**config.mk**
```make
export PLATFORM = sky130hd
export DESIGN_NAME = mem_stage
export DESIGN_NICKNAME = d
export VERILOG_FILES = /design/src/rtl/riscv_pkg.sv /design/src/rtl/load_align.sv /design/src/rtl/mem_stage.sv
export SDC_FILE = /design/constraint.sdc
export NUM_CORES = 1
export LEC_CHECK = 0
export ABC_CLOCK_PERIOD_IN_PS = 4100
export CAP_MARGIN = 20
export CORE_UTILIZATION = 40
export DETAILED_ROUTE_END_ITERATION = 8
export PLACE_DENSITY = 0.77
export SYNTH_ARGS = -nofsm -noshare
export SYNTH_HDL_FRONTEND = slang
export SYNTH_SLANG_ARGS = --single-unit
```
**constraint.sdc**
```tcl
create_clock -name clk -period 4.1 [get_ports clk]
set_input_delay 0.41 -clock clk [delete_from_list [all_inputs] [get_ports clk]]
set_output_delay 0.41 -clock clk [all_outputs]
set_load 0.05 [all_outputs]
```
**src/rtl/riscv_pkg.sv**
```systemverilog
// Shared memory-stage definitions: load/store funct3 encodings, the access FSM
// state type and the alignment rule used by both the EX-side and MEM-side logic.
package riscv_pkg;

  localparam logic [2:0] F3_LB  = 3'b000;
  localparam logic [2:0] F3_LH  = 3'b001;
  localparam logic [2:0] F3_LW  = 3'b010;
  localparam logic [2:0] F3_LBU = 3'b100;
  localparam logic [2:0] F3_LHU = 3'b101;
  localparam logic [2:0] F3_SB  = 3'b000;
  localparam logic [2:0] F3_SH  = 3'b001;
  localparam logic [2:0] F3_SW  = 3'b010;

  typedef enum logic {
    RUN    = 1'b0,
    ACCESS = 1'b1
  } mem_state_t;

  // Halfwords need an even offset, words a zero offset; bytes never fault.
  function automatic logic is_misaligned(input logic [2:0] f3, input logic [1:0] off);
    case (f3)
      F3_LH, F3_LHU: is_misaligned = off[0];
      F3_LW:         is_misaligned = (off != 2'b00);
      default:       is_misaligned = 1'b0;
    endcase
  endfunction

endpackage

```
**src/rtl/load_align.sv**
```systemverilog
// Load lane selection and sign/zero extension of a 32-bit bus word.
module load_align (
  input  logic [31:0] rdata,
  input  logic [1:0]  off,
  input  logic [2:0]  funct3,
  output logic [31:0] data
);
  import riscv_pkg::*;

  logic [7:0]  byte_s;
  logic [15:0] half_s;

  // Pick the addressed lane, then extend according to the load type.
  always_comb begin
    byte_s = rdata[{off, 3'b000} +: 8];
    half_s = off[1] ? rdata[31:16] : rdata[15:0];
    case (funct3)
      F3_LB:   data = {{24{byte_s[7]}}, byte_s};
      F3_LH:   data = {{16{half_s[15]}}, half_s};
      F3_LBU:  data = {24'h00_0000, byte_s};
      F3_LHU:  data = {16'h0000, half_s};
      F3_LW:   data = rdata;
      default: data = rdata;
    endcase
  end

endmodule

```
**src/rtl/mem_stage.sv**
```systemverilog
// RISC-V MEM pipeline stage: EX/MEM and MEM/WB registers, a RUN/ACCESS bus FSM
// that stalls the pipeline until the data bus answers, and store lane steering.
module mem_stage #(
  parameter int XLEN = 32
) (
  input  logic            clk,
  input  logic            rst,
  input  logic [XLEN-1:0] alu_result_EX,
  input  logic [XLEN-1:0] store_data_EX,
  input  logic [4:0]      rd_EX,
  input  logic            valid_EX,
  input  logic            reg_write_EX,
  input  logic            mem_read_EX,
  input  logic            mem_write_EX,
  input  logic [2:0]      funct3_EX,
  output logic            dmem_req,
  output logic            dmem_we,
  output logic [XLEN-1:0] dmem_addr,
  output logic [XLEN-1:0] dmem_wdata,
  output logic [3:0]      dmem_be,
  input  logic [XLEN-1:0] dmem_rdata,
  input  logic            dmem_ready,
  output logic [XLEN-1:0] alu_result_MEM,
  output logic            stall,
  output logic            misalign_exc,
  output logic [XLEN-1:0] wb_data_WB,
  output logic [4:0]      rd_WB,
  output logic            reg_write_WB,
  output logic            valid_WB
);
  import riscv_pkg::*;

  logic [XLEN-1:0] alu_r;
  logic [XLEN-1:0] sdata_r;
  logic [4:0]      rd_r;
  logic [2:0]      f3_r;
  logic            valid_r;
  logic            regw_r;
  logic            mread_r;
  logic            mwrite_r;
  mem_state_t      state_r;
  mem_state_t      state_nxt_s;

  logic [1:0]      off_s;
  logic            mem_op_s;
  logic            misalign_s;
  logic            ex_access_s;
  logic            stall_s;
  logic [XLEN-1:0] load_data_s;

  assign off_s       = alu_r[1:0];
  assign mem_op_s    = valid_r & (mread_r | mwrite_r);
  assign misalign_s  = mem_op_s & is_misaligned(f3_r, off_s);
  // Only an aligned, valid memory op being captured opens a bus access.
  assign ex_access_s = valid_EX & (mem_read_EX | mem_write_EX)
                     & ~is_misaligned(funct3_EX, alu_result_EX[1:0]);
  assign stall_s     = (state_r == ACCESS) & ~dmem_ready;

  assign stall          = stall_s;
  assign misalign_exc   = misalign_s;
  assign alu_result_MEM = alu_r;
  assign dmem_addr      = {alu_r[XLEN-1:2], 2'b00};

  load_align u_load_align (
    .rdata  (dmem_rdata),
    .off    (off_s),
    .funct3 (f3_r),
    .data   (load_data_s)
  );

  // Bus request, byte enables and replicated store data while in ACCESS.
  always_comb begin
    dmem_req   = 1'b0;
    dmem_we    = 1'b0;
    dmem_be    = 4'b0000;
    dmem_wdata = {XLEN{1'b0}};
    if (state_r == ACCESS) begin
      dmem_req = 1'b1;
      dmem_we  = mwrite_r;
      if (mwrite_r) begin
        case (f3_r)
          F3_SB: begin
            dmem_be    = 4'b0001 << off_s;
            dmem_wdata = {4{sdata_r[7:0]}};
          end
          F3_SH: begin
            dmem_be    = off_s[1] ? 4'b1100 : 4'b0011;
            dmem_wdata = {2{sdata_r[15:0]}};
          end
          F3_SW: begin
            dmem_be    = 4'b1111;
            dmem_wdata = sdata_r;
          end
          default: begin
            dmem_be    = 4'b1111;
            dmem_wdata = sdata_r;
          end
        endcase
      end else begin
        dmem_be = 4'b1111;
      end
    end else begin
      dmem_req = 1'b0;
    end
  end

  // Next state: decided by the instruction captured on the next unstalled edge.
  always_comb begin
    state_nxt_s = state_r;
    if (!stall_s) begin
      state_nxt_s = ex_access_s ? ACCESS : RUN;
    end else begin
      state_nxt_s = state_r;
    end
  end

  // FSM state register.
  always_ff @(posedge clk) begin
    if (rst) begin
      state_r <= RUN;
    end else begin
      state_r <= state_nxt_s;
    end
  end

  // EX/MEM and MEM/WB pipeline registers, both frozen while the bus stalls.
  always_ff @(posedge clk) begin
    if (rst) begin
      alu_r        <= {XLEN{1'b0}};
      sdata_r      <= {XLEN{1'b0}};
      rd_r         <= 5'd0;
      f3_r         <= 3'b000;
      valid_r      <= 1'b0;
      regw_r       <= 1'b0;
      mread_r      <= 1'b0;
      mwrite_r     <= 1'b0;
      wb_data_WB   <= {XLEN{1'b0}};
      rd_WB        <= 5'd0;
      reg_write_WB <= 1'b0;
      valid_WB     <= 1'b0;
    end else if (!stall_s) begin
      alu_r        <= alu_result_EX;
      sdata_r      <= store_data_EX;
      rd_r         <= rd_EX;
      f3_r         <= funct3_EX;
      valid_r      <= valid_EX;
      regw_r       <= reg_write_EX;
      mread_r      <= mem_read_EX;
      mwrite_r     <= mem_write_EX;
      wb_data_WB   <= (mem_op_s & mread_r & ~misalign_s) ? load_data_s : alu_r;
      rd_WB        <= rd_r;
      reg_write_WB <= valid_r & regw_r & ~misalign_s;
      valid_WB     <= valid_r;
    end else begin
      alu_r        <= alu_r;
      wb_data_WB   <= wb_data_WB;
    end
  end

endmodule
```
==> results.txt <==
The total via count after detailed routing came out at 6007. The layout overhead on the synthesized area is 52.3%. The number of hold buffers added after CTS is 0.

The post-synthesis cell count is 760. Across every metal layer, demand over resource in global routing totals 0.264. Setup repair after global routing left no endpoint under its margin. TritonCTS built the clock tree. The setup violation total in the final timing report is 0. The TritonCTS buffer count is 17. The critical path is of the reg -> out type. Traced cell by cell, the critical path runs through nand2_1, a211oi_1, clkdlybuf4s50_1.

For this run, design rule violations remaining after detail routing come to 0. The delay contributed by the slowest stage of the critical path came out at 0.87 ns. The starting DRC count in detailed routing is 377. The first global-routing pass estimated 30.2 mm of wire.

Once routing completed, OpenROAD measured the worst setup slack at 0.797 ns. The largest net degree at the start of global routing came out at 84. The placed instances occupy a cell area of 0.00806 sq mm. In this run the static leakage power is 3.37 nW. The synthesized netlist occupies a cell area of 0.00575 sq mm.

In the synthesized netlist the async set-or-reset flop fraction comes to 0. The number of diodes is 0. Row generation in the floorplan step produced 43 rows. The worst setup path is captured at an output port. The setup TNS came out at 0 ns. The worst hold path begins at rd_WB[0]$_SDFFE_PP0N_.

The die outline area came out at 0.0149 sq mm. The library cell used most frequently in the layout, excluding fill and tap cells, is clkdlybuf4s50_1. The xor and xnor fraction of the mapped netlist area came out at 0.

The post-layout net count came out at 1058. Derived from the worst setup path, the maximum achievable clock frequency is 0.303 GHz. The primary flip-flop cell chosen by synthesis mapping is dfxtp_1. The shortest clock period the worst path allows after layout came out at 3.30 ns. Summed over all nets, the half-perimeter wirelength after detailed placement is 13.7 mm. The biggest fanout along the worst timing path came out at 25. The root cell of the clock tree is clkbuf_16.

Clock latency on the worst-skew pair, taken at its later pin, is 0.41 ns. The arrival time of data at the critical path endpoint is 2.89 ns. The adder-cell share of the synthesized area is 0. The post-route standard cell area excluding fillers is 0.00876 sq mm.

At the pin with the least slew margin, the transition time is 1.07 ns. The final standard cell count with taps included and fillers excluded is 1140. Counting flops with a built-in enable in the synthesized netlist gives 0. The clock tree synthesis step divided the H-tree into 4 levels. The number of gates resized after CTS was 0. The number of max-cap violations came out at 0. In the layout the commonest cells are clkdlybuf4s50_1 (249), nand2_1 (229), dfxtp_1 (116). The synthesis-stage register bit count came out at 116. The sum of routed wire length over all layers came out at 19.4 mm.

The vertical die dimension is 122 um. The area of the multi-input gates came out at 0.00290 sq mm. The fraction of the cycle the final worst path needs is 0.806. The total iterations of the first detailed-routing run is 5. The mux contribution to synthesized area came out at 0.0237.

The compound-cell area share of the yosys netlist is 0.270. The worst slack after detailed placement is 1.28 ns. The number of I/O port buffers is 251. The number of setup buffers added after CTS came out at 0.

The initial cell density of the core is 0.413. The register-to-register path setup slack is 1.44 ns. The cell depth of the worst flop-to-flop path is 5. In this run the tightest slew margin relative to its limit is 0.285. The largest individual stage delay along the critical path comes from the cell clkdlybuf4s50_1. For hold timing, the worst endpoint is rd_WB[0]$_SDFFE_PP0N_. For this run, the register share of the synthesized area comes to 0.404. The global placement routability congestion came out at 0.879. The via count of the first global-routing pass is 5729. The synthesized-area fraction occupied by and/or/nand/nor cells came out at 0.209. The remaining global-route overflow is 0. Summing all flip-flop and latch instances after layout gives 0.00232 sq mm. The flow ran to the end, and the final reports show no timing, DRC or antenna violations. The cell area power density came out at 436 mW/mm^2. Counting every sink on the clock net gives 116. The number of buffers between clock root and the deepest sink is 2. The post-route antenna net violation count came out at 0. The critical path launch point type is a flop.

The clock skew is 0.00545 ns. For this design the top-level I/O count stands at 254. The placeable core area is 0.0139 sq mm.

The number of placed instances with taps included came out at 1108. The worst register-to-register path begins at f3_r[0]$_SDFFE_PP0N_. The end of the worst register-to-register path is wb_data_WB[2]$_SDFFE_PP0N_. After detailed routing, the average wire length per cell comes to 17.0 um. The routed via count divided by cell count came out at 5.27. A synthesized cell averages 7.57 sq um.

The final-layout fill cell count came out at 1232. The width of the die is 122 um. The Yosys step of the flow raised 0 warnings. IR analysis of the VDD net gives a maximum drop of 0.283 mV.

The data required time at the worst endpoint is 3.69 ns. The number of slew-limit violations in the final report came out at 0. The cell depth of the worst min-delay path came out at 2.

The overall power of the completed layout is 3.82 mW. The initial antenna violation count came out at 0. By area, the combinational part of the netlist is dominated by compound AO/OA/AOI/OAI gates. Of the cells placed in the final design, the portion with a size suffix greater than 1 is 0.0740. In this run the worst hold path is classified as reg -> reg. The clock-pin slew reported for the worst setup and hold paths after clock tree synthesis came out at 0.05 ns. Yosys mapped the design onto 46 distinct sky130hd cell types. The number of failing hold endpoints at the final stage is 0.
-- state kept, by name, indices dropped and copies added (netlist names) --
register        count
mread_r             1
regw_r              1
rd_r                5
wb_data_WB         32
reg_write_WB        1
alu_result_MEM     32
mwrite_r            1
sdata_r            32
valid_WB            1
state_r             1
valid_r             1
f3_r                3
rd_WB               5
-- where the power goes --
part	internal [mW]	switching, mW
clock network	1.22	0.507
logic	0.314	0.507
registers	1.21	0.0677
total	2.74	1.08
-- cell usage after synthesis, types with 2 or more instances --
cell type	count	area, sq um
dfxtp_1	116	2320
o221ai_1	6	52.6
and3_1	8	50.1
a211oi_2	17	213
buf_1	6	22.5
o2bb2ai_1	8	70.1
buf_6	2	22.5
nor2_1	46	173
a211oi_1	23	173
a31oi_1	3	18.8
mux2i_1	10	100
nand2b_1	2	12.5
a21oi_1	114	571
a2bb2oi_1	6	52.6
nor2b_1	3	18.8
o21ai_0	27	135
buf_2	15	75.1
inv_1	5	18.8
a22o_1	8	70.1
clkbuf_1	39	146
a22oi_1	8	60.1
buf_4	33	248
nand2_1	229	860
o21ai_1	3	15.0
nand3b_1	2	15.0
-- metrics by stage --
| stage | utilization | hold WS [ns] |
|---|---|---|
| 6_report | 0.629 | 0.450 |
| 3_3_place_gp | 0.579 | 0.438 |
| 5_1_grt | 0.629 | 0.468 |
| 3_5_place_dp | 0.579 | 0.444 |
| 4_1_cts | 0.629 | 0.452 |
| 2_1_floorplan | - | 0.432 |
-- worst max-delay path: cells and delay by family, from the launching register on --
| family | cells | cell delay (ns) |
|---|---|---|
| compound gates | 1 | 0.43 |
| flops | 1 | 0.59 |
| buf+inv | 1 | 0.87 |
| simple gates | 1 | 0.59 |
-- how the worst max path moves through the flow --
stage                           endpoint  slack [ns]  cells after the start                   from
after floorplan           dmem_wdata[28]        1.25                      4   state_r$_SDFFE_PP0N_
after global placement     dmem_wdata[8]        1.31                      5   f3_r[0]$_SDFFE_PP0N_
after detailed placement  dmem_wdata[29]        1.28                      3  mwrite_r$_SDFFE_PP0N_
after CTS                 dmem_wdata[29]        0.81                      3  mwrite_r$_SDFFE_PP0N_
after global routing      dmem_wdata[29]        0.61                      3  mwrite_r$_SDFFE_PP0N_
final                     dmem_wdata[29]        0.80                      3  mwrite_r$_SDFFE_PP0N_
-- area by class of cell --
type	instances	area share
Clock buffer	24	0.0573
Clock inverter	8	0.0220
Inverter	6	0.00271
Multi-Input combinational cell	544	0.331
Sequential cell	116	0.265
Tap cell	180	0.0257
Timing Repair Buffer	262	0.296
-- routing by layer --
metal,up-vias,part of all wire,GRT usage
li1,2940,-,-
met1,2762,0.41,0.315
met2,266,0.47,0.428
met3,39,0.093,0.0964
met4,0,0.023,0.103
met5,-,0,0
-- cell families (layout without fill, tap and decap cells) --
logic type | Yosys count | in the layout
and+or+nand+nor | 299 | 299
DFF | 116 | 116
buffers and inverters | 101 | 300
AOI/OAI and AO/OA | 231 | 231
other | 1 | 2
muxes | 12 | 12
Power figures use the tool's default switching activity.
